<file path="config.mk">
export PLATFORM = sky130hd
export DESIGN_NAME = alu_cmd_sequencer
export DESIGN_NICKNAME = d
export VERILOG_FILES = /design/src/rtl/alu_cmd_sequencer.sv
export SDC_FILE = /design/constraint.sdc
export NUM_CORES = 1
export LEC_CHECK = 0
export ABC_AREA = 1
export CORE_MARGIN = 3
export CORE_UTILIZATION = 47
export DETAILED_ROUTE_END_ITERATION = 7
export MAX_ROUTING_LAYER = met4
export PLACE_DENSITY_LB_ADDON = 0.15
export REMOVE_ABC_BUFFERS = 1
export SETUP_SLACK_MARGIN = 0.1
export SYNTH_ARGS = -nofsm -noshare
export SYNTH_HDL_FRONTEND = slang
export SYNTH_SLANG_ARGS = --single-unit
</file>
<file path="constraint.sdc">
create_clock -name clk -period 3.1 [get_ports clk]
set_clock_uncertainty 0.1 [all_clocks]
set_input_delay 0.465 -clock clk [delete_from_list [all_inputs] [get_ports clk]]
set_output_delay 0.465 -clock clk [all_outputs]
set_load 0.005 [all_outputs]
</file>
<file path="src/rtl/alu_cmd_sequencer.sv">
// Queues ALU commands, drives them onto the arithmetic unit, returns results.
// Status flags are built only when ALU_SEQ_FLAGS_EN is defined.
module alu_cmd_sequencer #(
  parameter int N      = 8,
  parameter int DEPTH  = 4,
  parameter int SETTLE = 1
) (
  input  logic                       clk,
  input  logic                       rst_n,
  input  logic                       cmd_valid,
  output logic                       cmd_ready,
  input  logic [N-1:0]               cmd_a,
  input  logic [N-1:0]               cmd_b,
  input  logic [2:0]                 cmd_op,
  output logic [N-1:0]               alu_a,
  output logic [N-1:0]               alu_b,
  output logic [2:0]                 alu_s,
  input  logic [N-1:0]               alu_out,
  output logic                       rsp_valid,
  input  logic                       rsp_ready,
  output logic [N-1:0]               rsp_result,
  output logic [2:0]                 rsp_op,
  output logic                       rsp_zero,
  output logic                       rsp_neg,
  output logic                       rsp_div0,
  output logic                       busy,
  output logic [$clog2(DEPTH+1)-1:0] count
);

  localparam int PW   = $clog2(DEPTH);
  localparam int CNTW = $clog2(DEPTH+1);
  localparam int SW   = (SETTLE > 1) ? $clog2(SETTLE) : 1;

  localparam logic [CNTW-1:0] FULL_CNT = CNTW'(DEPTH);
  localparam logic [SW-1:0]   S_LOAD   = SW'(SETTLE-1);
  localparam logic [2:0]      OP_DIV   = 3'b010;

  typedef enum logic [1:0] {
    S_IDLE,
    S_WAIT,
    S_RESP
  } state_t;

  state_t r_state;
  state_t w_state_nxt;

  logic [N-1:0]    r_mem_a [DEPTH];
  logic [N-1:0]    r_mem_b [DEPTH];
  logic [2:0]      r_mem_op [DEPTH];
  logic [PW-1:0]   r_wptr;
  logic [PW-1:0]   r_rptr;
  logic [CNTW-1:0] r_count;

  logic [N-1:0]    r_alu_a;
  logic [N-1:0]    r_alu_b;
  logic [2:0]      r_alu_s;
  logic [SW-1:0]   r_settle;

  logic            r_rsp_valid;
  logic [N-1:0]    r_rsp_result;
  logic [2:0]      r_rsp_op;

  logic            w_full;
  logic            w_empty;
  logic            w_push;
  logic            w_pop;
  logic            w_capture;

  assign w_full  = (r_count == FULL_CNT);
  assign w_empty = (r_count == '0);
  assign w_push  = cmd_valid && !w_full;

  always_comb begin
    w_state_nxt = r_state;
    w_pop       = 1'b0;
    w_capture   = 1'b0;
    unique case (r_state)
      S_IDLE: begin
        if (!w_empty) begin
          w_pop       = 1'b1;
          w_state_nxt = S_WAIT;
        end
      end
      S_WAIT: begin
        if (r_settle == '0) begin
          w_capture   = 1'b1;
          w_state_nxt = S_RESP;
        end
      end
      S_RESP: begin
        if (rsp_ready) begin
          if (!w_empty) begin
            w_pop       = 1'b1;
            w_state_nxt = S_WAIT;
          end else begin
            w_state_nxt = S_IDLE;
          end
        end
      end
      default: w_state_nxt = S_IDLE;
    endcase
  end

  always_ff @(posedge clk or negedge rst_n) begin
    if (!rst_n) begin
      r_state <= S_IDLE;
    end else begin
      r_state <= w_state_nxt;
    end
  end

  // Storage has no reset; only pointers and count define validity.
  always_ff @(posedge clk) begin
    if (w_push) begin
      r_mem_a[r_wptr]  <= cmd_a;
      r_mem_b[r_wptr]  <= cmd_b;
      r_mem_op[r_wptr] <= cmd_op;
    end
  end

  always_ff @(posedge clk or negedge rst_n) begin
    if (!rst_n) begin
      r_wptr  <= '0;
      r_rptr  <= '0;
      r_count <= '0;
    end else begin
      if (w_push) begin
        r_wptr <= r_wptr + 1'b1;
      end
      if (w_pop) begin
        r_rptr <= r_rptr + 1'b1;
      end
      case ({w_push, w_pop})
        2'b10:   r_count <= r_count + 1'b1;
        2'b01:   r_count <= r_count - 1'b1;
        default: r_count <= r_count;
      endcase
    end
  end

  always_ff @(posedge clk or negedge rst_n) begin
    if (!rst_n) begin
      r_alu_a  <= '0;
      r_alu_b  <= '0;
      r_alu_s  <= '0;
      r_settle <= '0;
    end else if (w_pop) begin
      r_alu_a  <= r_mem_a[r_rptr];
      r_alu_b  <= r_mem_b[r_rptr];
      r_alu_s  <= r_mem_op[r_rptr];
      r_settle <= S_LOAD;
    end else if (r_state == S_WAIT && r_settle != '0) begin
      r_settle <= r_settle - 1'b1;
    end
  end

  always_ff @(posedge clk or negedge rst_n) begin
    if (!rst_n) begin
      r_rsp_valid  <= 1'b0;
      r_rsp_result <= '0;
      r_rsp_op     <= '0;
    end else if (w_capture) begin
      r_rsp_valid  <= 1'b1;
      r_rsp_result <= alu_out;
      r_rsp_op     <= r_alu_s;
    end else if (r_state == S_RESP && rsp_ready) begin
      r_rsp_valid  <= 1'b0;
    end
  end

`ifdef ALU_SEQ_FLAGS_EN
  logic r_zero;
  logic r_neg;
  logic r_div0;

  always_ff @(posedge clk or negedge rst_n) begin
    if (!rst_n) begin
      r_zero <= 1'b0;
      r_neg  <= 1'b0;
      r_div0 <= 1'b0;
    end else if (w_capture) begin
      r_zero <= (alu_out == '0);
      r_neg  <= alu_out[N-1];
      r_div0 <= (r_alu_s == OP_DIV) && (r_alu_b == '0);
    end
  end

  assign rsp_zero = r_zero;
  assign rsp_neg  = r_neg;
  assign rsp_div0 = r_div0;
`else
  assign rsp_zero = 1'b0;
  assign rsp_neg  = 1'b0;
  assign rsp_div0 = 1'b0;
`endif

  assign cmd_ready  = !w_full;
  assign alu_a      = r_alu_a;
  assign alu_b      = r_alu_b;
  assign alu_s      = r_alu_s;
  assign rsp_valid  = r_rsp_valid;
  assign rsp_result = r_rsp_result;
  assign rsp_op     = r_rsp_op;
  assign busy       = (r_state != S_IDLE) || !w_empty;
  assign count      = r_count;

endmodule

</file>
==> results of run 1 <==
[logic make-up after synthesis]
group           after synthesis  share of synthesized area, %
compound gates               17                         1.782
xor+xnor                      4                        0.7028
fa+ha+maj                     6                         1.656
buf+inv                     127                         10.71
flops                       117                         66.35
other cells                   1                       0.07521
simple gates                230                         18.72
[routing by layer]
metal  up-vias  track usage, %  wire, um  part of all wire, %
li1       1685               -         -                    -
met1      1584           22.73      4215                   44
met2       115           29.39      4663                   48
met3        15           4.381       656                  6.8
met4         0           7.755       146                  1.5
met5         -               -         0                    0
[flip-flops by register name, summed over array words and instances (netlist names)]
signal / cells
r_mem_a: 32
r_mem_b: 32
r_mem_op: 12
alu_a: 8
alu_b: 8
rsp_result: 8
alu_s: 3
count: 3
rsp_op: 3
r_rptr: 2
r_state: 2
r_wptr: 2
r_settle: 1
rsp_valid: 1
[cells in the mapped netlist (all sizes together)]
library cell and instances:
clkbuf 2, xor2 3, xnor2 1, ha 5
conb 1, inv 106, nand2 180, edfxtp 76
nand3 44, o21ai 16, nor2 6, buf 19
fa 1, dfrtp 41, a21oi 1
[worst paths after layout]
| path | start | end | slack, ns | cells past startpoint |
|---|---|---|---|---|
| max in group asynchronous | rst_n | rsp_result[2] | 2.29 | 1 |
| hold reg to reg | alu_a[1] | alu_a[1] | 0.37 | 2 |
| setup / recovery | count[1] | busy | 0.72 | 5 |
| setup reg to reg | count[1] | count[2] | 1.06 | 10 |
| min in group clk | alu_a[1] | alu_a[1] | 0.37 | 2 |
| hold / removal | rst_n | alu_a[2] | 0.003 | 1 |
[through the flow]
stage               utilization [%]  worst slack, ns  cells  area [um2]
finish                        62.97           0.7234    722        6325
global route                  62.97           0.6321    722        6325
CTS                           62.97           0.7001    722        6325
detailed placement            57.24           0.7578    690        5749
global placement              57.24           0.7971    690        5749
floorplan                         -            1.047    483        4857
[power groups by stage]
stage / Sequential [uW] / Combinational, uW / Clock (uW)
floorplan: 2450 / 1150 / 0
global placement: 2390 / 2180 / 0
detailed placement: 2410 / 2220 / 0
CTS: 2380 / 2240 / 1900
global route: 2430 / 2530 / 1970
finish: 2380 / 2190 / 1870
[layout make-up]
cell class	instances	area share, %
Sequential cell	117	52.30
Multi-Input combinational cell	260	18.36
Clock buffer	20	7.062
Timing Repair Buffer	74	11.32
Inverter	106	6.291
Tap cell	133	2.631
Clock inverter	12	2.038
[critical path, cell delays in order (launching register included)]
cell             delay, ns
dfrtp_1               0.40
inv_1                 0.12
nand3_1               0.11
inv_1                 0.13
nand3_1               0.09
clkdlybuf4s50_1       0.45
==> metrics.txt, run 1 <==
status=finished, final reports clean; CTS-repair resized insts=0; Setup CP Type=reg -> out; first-pass GRT wire length=15950 um; Avg Cell Area, Syn=between 9 and 10 um2; drt wl/cell=13.41 um; largest net degree at the start of global routing=42; final antenna-violating net count=0; sequential power share=36.9%; Fillers=~820; crit path max fanout=3; max cap viols=0; Detail Placement HPWL=5750 um; worst min path class=in -> async; Overflow after GRT=0; Relative slew margins=~36%; Setup crit start kind=flop; Netlist cell types=23; All-Layer GR Usage=between 10% and 20%; setup repair after global routing missed its margin=no; Sw Share=33.72%; die height=109.0 um; commonest non-fill, non-tap cell in the layout=nand2_1; synth warn=0; Remaining DRCs=0; min cycle time layout=2.377 ns; vias after detailed routing=about 3400; P_int=4268 uW; final wirelength=between 9000 and 10000 um; NetSw=2171 uW; antenna fix cells=0; site row count=36; Final Hold Viols=0; CTS tree=yes; Max Fclk=420.8 MHz; Reg clk slew, reported paths=0.06 ns; crit path capture type=primary output; antenna violations before repair=0; Static Leakage=0.002981 uW; core area=~10000 um2; root buf cell=clkbuf_8; total negative slack=0 ns; final weighted congestion in routability-driven placement=0.7339; sequential cell area fraction in the yosys report=between 60% and 70%; Post-Syn Instances=~500; DIE AREA=11880 um2; nets@finish=613; hold_buf cts=0; TritonCTS Sinks=117; Die W=about 110 um; H-tree depth=4; cell taking the most area after synthesis=edfxtp_1; Comb pwr share=about a third; Synth area leaders=edfxtp_1, dfrtp_1, nand2_1; final setup fails=0; worst-margin pin slew=0.9632 ns; drt first-iter violations=184; Initial Utilization=49.64%; Vias/cell=4.708; power density over cell area=1018 nW/um2; vias in the first global route=3358; total CTS buffers=17; PortBufs=66; final period utilization=76.66%; Register Area=~3300 um2; Slew Limit Fails=0; maximum clock insertion buffer count=2; Synth top area share=45.77%; drt pass-1 iters=5; Seq cells post-synth=117; share of layout cells above drive strength 1=between 8 and 9%; Synth-to-Final Area Change=26.85%; most frequent cells in the layout=nand2_1, inv_1, edfxtp_1; synthesized area=4986 um2; CP Data Arrival Time=1.81 ns; clock share of power=29.1%; worst skew pair latency=0.51 ns; Critical Path RT=2.53 ns; Final Total Pwr=6439 uW; VDD IR-drop max=437.2 uV; Hold Slack=0.002707 ns; I/O Pins=70; postcts setup bufs=0; multi-input logic area=1161 um2
(Power assumes the default switching activity.)
==> run 2: changes to the inputs <==
- clock period: 3.1 -> 2.4 ns (I/O delays scaled with it)
==> metrics.txt, run 2 (synthesis gave the netlist of run 1 again) <==
antenna fix cells=0; commonest non-fill, non-tap cell in the layout=nand2_1; CP cell instances=inv_2, nand3_2, inv_2, nand3_1, clkdlybuf4s50_1; crit path max fanout=3; setup repair after global routing missed its margin=no; Setup CP Type=reg -> out; total CTS buffers=17; worst skew pair latency=0.52 ns; Top Registers=r_mem_a: 32 flops, r_mem_b: 32 flops, r_mem_op: 12 flops; antenna violations before repair=0; slowest CP cell=clkdlybuf4s50_1; Static Leakage=0.002999 uW; worst r2r src=count[1]; PortBufs=66; Critical R2R Capture=count[2]; drt pass-1 iters=4; NetSw=roughly 2900 uW; critical path depth=5; drt first-iter violations=156; final antenna-violating net count=0; Fillers=801; core area=10040 um2; most frequent cells in the layout=nand2_1, inv_1, edfxtp_1; final setup fails=0; I/O Pins=70; most frequent CP cell=inv_2; P_int=5397 uW; final period utilization=90.42%; worst-margin pin slew=0.6872 ns; R2R setup slack=0.39 ns; Slew Limit Fails=0; maximum clock insertion buffer count=2; Core Util, Final=63.23%; Die W=109.0 um; final wirelength=9927 um; DIE AREA=11880 um2; share of layout cells above drive strength 1=around a tenth; Initial Utilization=49.64%; sequential power share=36.7%; Detail Placement HPWL=between 6000 and 7000 um; reg2reg path depth=10; power density over cell area=1300 nW/um2; drt wl/cell=13.64 um; Overflow after GRT=0; Max Fclk=460.8 MHz; non-filler cells, final=728; clock share of power=27.7%; Synth-to-Final Area Change=27.38%; Critical Path RT=1.94 ns; vias in the first global route=3365; Sw Share=34.66%; placed cell count=693; nets@finish=619; final weighted congestion in routability-driven placement=roughly 0.74; TritonCTS Sinks=117; finished layout cell area=6351 um2; die height=109.0 um; Setup crit start kind=flop; Comb pwr share=35.6%; crit path capture type=primary output; Final Hold Viols=0; Relative slew margins=54.12%; max cap viols=0; Reg clk slew, reported paths=0.06 ns; vias after detailed routing=3404; All-Layer GR Usage=18.95%; slowest stage delay, CP=between 0.4 and 0.5 ns; delay-heaviest family, CP=buffers and inverters; crit path buf inv count=3; CTS tree=yes; total negative slack=0 ns; CP Data Arrival Time=1.71 ns; site row count=36; VDD IR-drop max=roughly 500 uV; root buf cell=clkbuf_8; min cycle time layout=2.170 ns; Vias/cell=4.676; Final Total Pwr=about 8300 uW; worst min path class=in -> async; first-pass GRT wire length=16380 um; H-tree depth=4; area of placed instances=5772 um2; status=finished, final reports clean; Remaining DRCs=0; largest net degree at the start of global routing=41
## run 2: cell count changes in the layout (fill, tap and decap cells not counted)
cell | before | now
clkbuf_1 | 2 | 0
nand3_2 | 1 | 2
clkbuf_16 | 17 | 16
nand3_1 | 43 | 42
bufinv_16 | 2 | 1
clkinv_4 | 2 | 7
clkinvlp_4 | 3 | 2
inv_1 | 103 | 101
buf_4 | 8 | 13
dlygate4sd3_1 | 0 | 1
inv_2 | 3 | 5
## run 2: worst max path at each step
| stage | startpoint | endpoint | slack, ns |
|---|---|---|---|
| final | count[1] | busy | 0.23 |
| after floorplan | count[0] | count[2] | 0.35 |
| after global routing | count[1] | busy | 0.13 |
| after CTS | count[1] | busy | 0.12 |
| after detailed placement | rsp_ready | count[2] | 0.17 |
| after global placement | rsp_ready | count[2] | 0.20 |
## run 2: power groups by stage
stage | sequential (uW) | combinational [uW] | clock [uW]
CTS | 3040 | 2960 | 2330
floorplan | 3170 | 1480 | 0
global route | 3100 | 3380 | 2420
finish | 3030 | 2940 | 2290
detailed placement | 3070 | 2940 | 0
global placement | 3050 | 2860 | 0
## run 2: metal layers
metal | track usage, % | up-vias | share of wire (%)
li1 | - | 1697 | -
met1 | 22.83 | 1595 | 44
met2 | 30.57 | 97 | 49
met3 | 5.625 | 15 | 6.1
met4 | 6.492 | 0 | 1.3
met5 | - | - | 0
## run 2: per-stage QoR
| step | worst slack, ns | hold slack (ns) |
|---|---|---|
| 3_3_place_gp | 0.2049 | 0.2665 |
| 5_1_grt | 0.1288 | 0.2863 |
| 2_1_floorplan | 0.3467 | -0.03559 |
| 4_1_cts | 0.1193 | 0.2618 |
| 3_5_place_dp | 0.1700 | 0.2704 |
| 6_report | 0.2298 | 0.2603 |
## run 2: layout make-up
type / instances / area (um2) / share of cell area [%]
clock buffer: 17 / 414.1 / 6.521
clock inverter: 15 / 135.1 / 2.128
inverter: 106 / 397.9 / 6.265
multi-input combinational: 260 / 1166 / 18.36
sequential: 117 / 3308 / 52.09
tap: 133 / 166.4 / 2.620
timing repair buffer: 80 / 763.2 / 12.02
## run 2: repair_timing
item | 4_1_cts | 5_1_grt
endpoints found under the setup margin | 0 | 1
gates resized for setup | 0 | 3
endpoints found under the hold margin | 20 | 0
setup buffers | 0 | 2
hold buffers | 1 | 0
==> run 3: changes to the inputs <==
- CTS_CLUSTER_DIAMETER: not set -> 150
- clock period: 2.4 -> 2.5 ns (I/O delays scaled with it)
==> metrics.txt, run 3 (synthesis gave the netlist of run 1 again) <==
multi-input logic area=1161 um2; setup repair after global routing missed its margin=no; Vias/cell=~4.7; antenna fix cells=0; vias after detailed routing=3381; Setup CP Type=reg -> out; Reg clk slew, reported paths=0.06 ns; status=finished, final reports clean; crit path max fanout=3; Relative slew margins=53.92%; Die W=109.0 um; antenna violations before repair=0; worst-margin pin slew=0.6902 ns; I/O Pins=70; worst skew pair latency=0.50 ns; All-Layer GR Usage=18.45%; Top Registers=r_mem_a: 32 flops, r_mem_b: 32 flops, r_mem_op: 12 flops; nets@finish=616; total CTS buffers=17; VDD IR-drop max=774.1 uV; Setup crit start kind=flop; die height=109.0 um; share of layout cells above drive strength 1=9.459%; Max Fclk=roughly 450 MHz; DIE AREA=11880 um2; final wirelength=9830 um; Final Hold Viols=0; CP Data Arrival Time=roughly 1.8 ns; Overflow after GRT=0; Slew Limit Fails=0; drt first-iter violations=150; Core Util, Final=63.74%; H-tree depth=4; vias in the first global route=3238; Register Area=3308 um2; total negative slack=0 ns; final period utilization=around 89%; commonest non-fill, non-tap cell in the layout=nand2_1; largest net degree at the start of global routing=41; core area=10040 um2; Static Leakage=0.003025 uW; CTS tree=yes; Initial Utilization=49.64%; non-filler cells, final=725; final weighted congestion in routability-driven placement=between 0.7 and 0.8; placed cell count=692; Worst setup startpoint=count[0]; first-pass GRT wire length=15810 um; final setup fails=0; TritonCTS Sinks=117; postcts setup bufs=0; drt pass-1 iters=4; min cycle time layout=2.228 ns; drt wl/cell=between 10 and 15 um; most frequent cells in the layout=nand2_1, inv_1, edfxtp_1; power density over cell area=approximately 1300 nW/um2; worst min path class=in -> async; root buf cell=clkbuf_8; finished layout cell area=6402 um2; Remaining DRCs=0; site row count=36; max cap viols=0; Critical Path RT=between 2 and 2.5 ns; final antenna-violating net count=0; Synth-to-Final Area Change=28.41%; crit path capture type=primary output; PortBufs=66; Fillers=a little over 800; worst r2r src=count[0]; area of placed instances=roughly 5800 um2; Detail Placement HPWL=5927 um; maximum clock insertion buffer count=2
-- run 3: power breakdown --
group	internal (uW)	switching, uW	leakage, uW
Clock	1650	861	0.000310
Combinational	1150	1610	0.00152
Sequential	2680	245	0.00120
-- run 3: what timing repair did --
item / CTS / global route
resized for setup: 0 / 2
setup endpoints to repair: 0 / 1
hold buffers: 1 / 0
hold endpoints to repair: 14 / 0
-- run 3: layout make-up --
cell class	instances	share of cell area [%]
Tap cell	133	2.599
Clock buffer	18	6.684
Timing Repair Buffer	77	11.57
Sequential cell	117	51.67
Multi-Input combinational cell	260	18.14
Clock inverter	14	3.127
Inverter	106	6.215
-- run 3: final timing paths --
path,to,slack [ns],depth (start not counted)
max,busy,0.27,5
min,alu_a[2],0.23,2
max reg2reg,count[2],0.49,10
min reg2reg,alu_b[4],0.38,2
max in group asynchronous,r_wptr[0],1.46,3
min in group clk,rsp_result[7],0.34,3
-- run 3: through the flow --
| stage | power [uW] | hold slack, ns | setup WS (ns) |
|---|---|---|---|
| after floorplan | 4466 | -0.02059 | 0.4467 |
| after global placement | 5666 | 0.2246 | 0.2875 |
| after detailed placement | 5744 | 0.2218 | 0.2766 |
| after CTS | 8304 | 0.2240 | 0.1817 |
| after global routing | 8803 | 0.2439 | 0.1388 |
| final | 8200 | 0.2296 | 0.2717 |
-- run 3: layer usage --
| metal | global-route usage [%] | share of wire [%] |
|---|---|---|
| met5 | - | 0 |
| met4 | 5.951 | 0.48 |
| met3 | 5.329 | 5.1 |
| met2 | 29.61 | 50 |
| met1 | 22.64 | 45 |
-- run 3: worst max-delay path, stage by stage, from the launching register on --
cell	delay, ns
dfrtp_1	0.41
inv_2	0.09
nand3_1	0.12
inv_2	0.10
nand3_1	0.08
clkdlybuf4s50_1	0.45
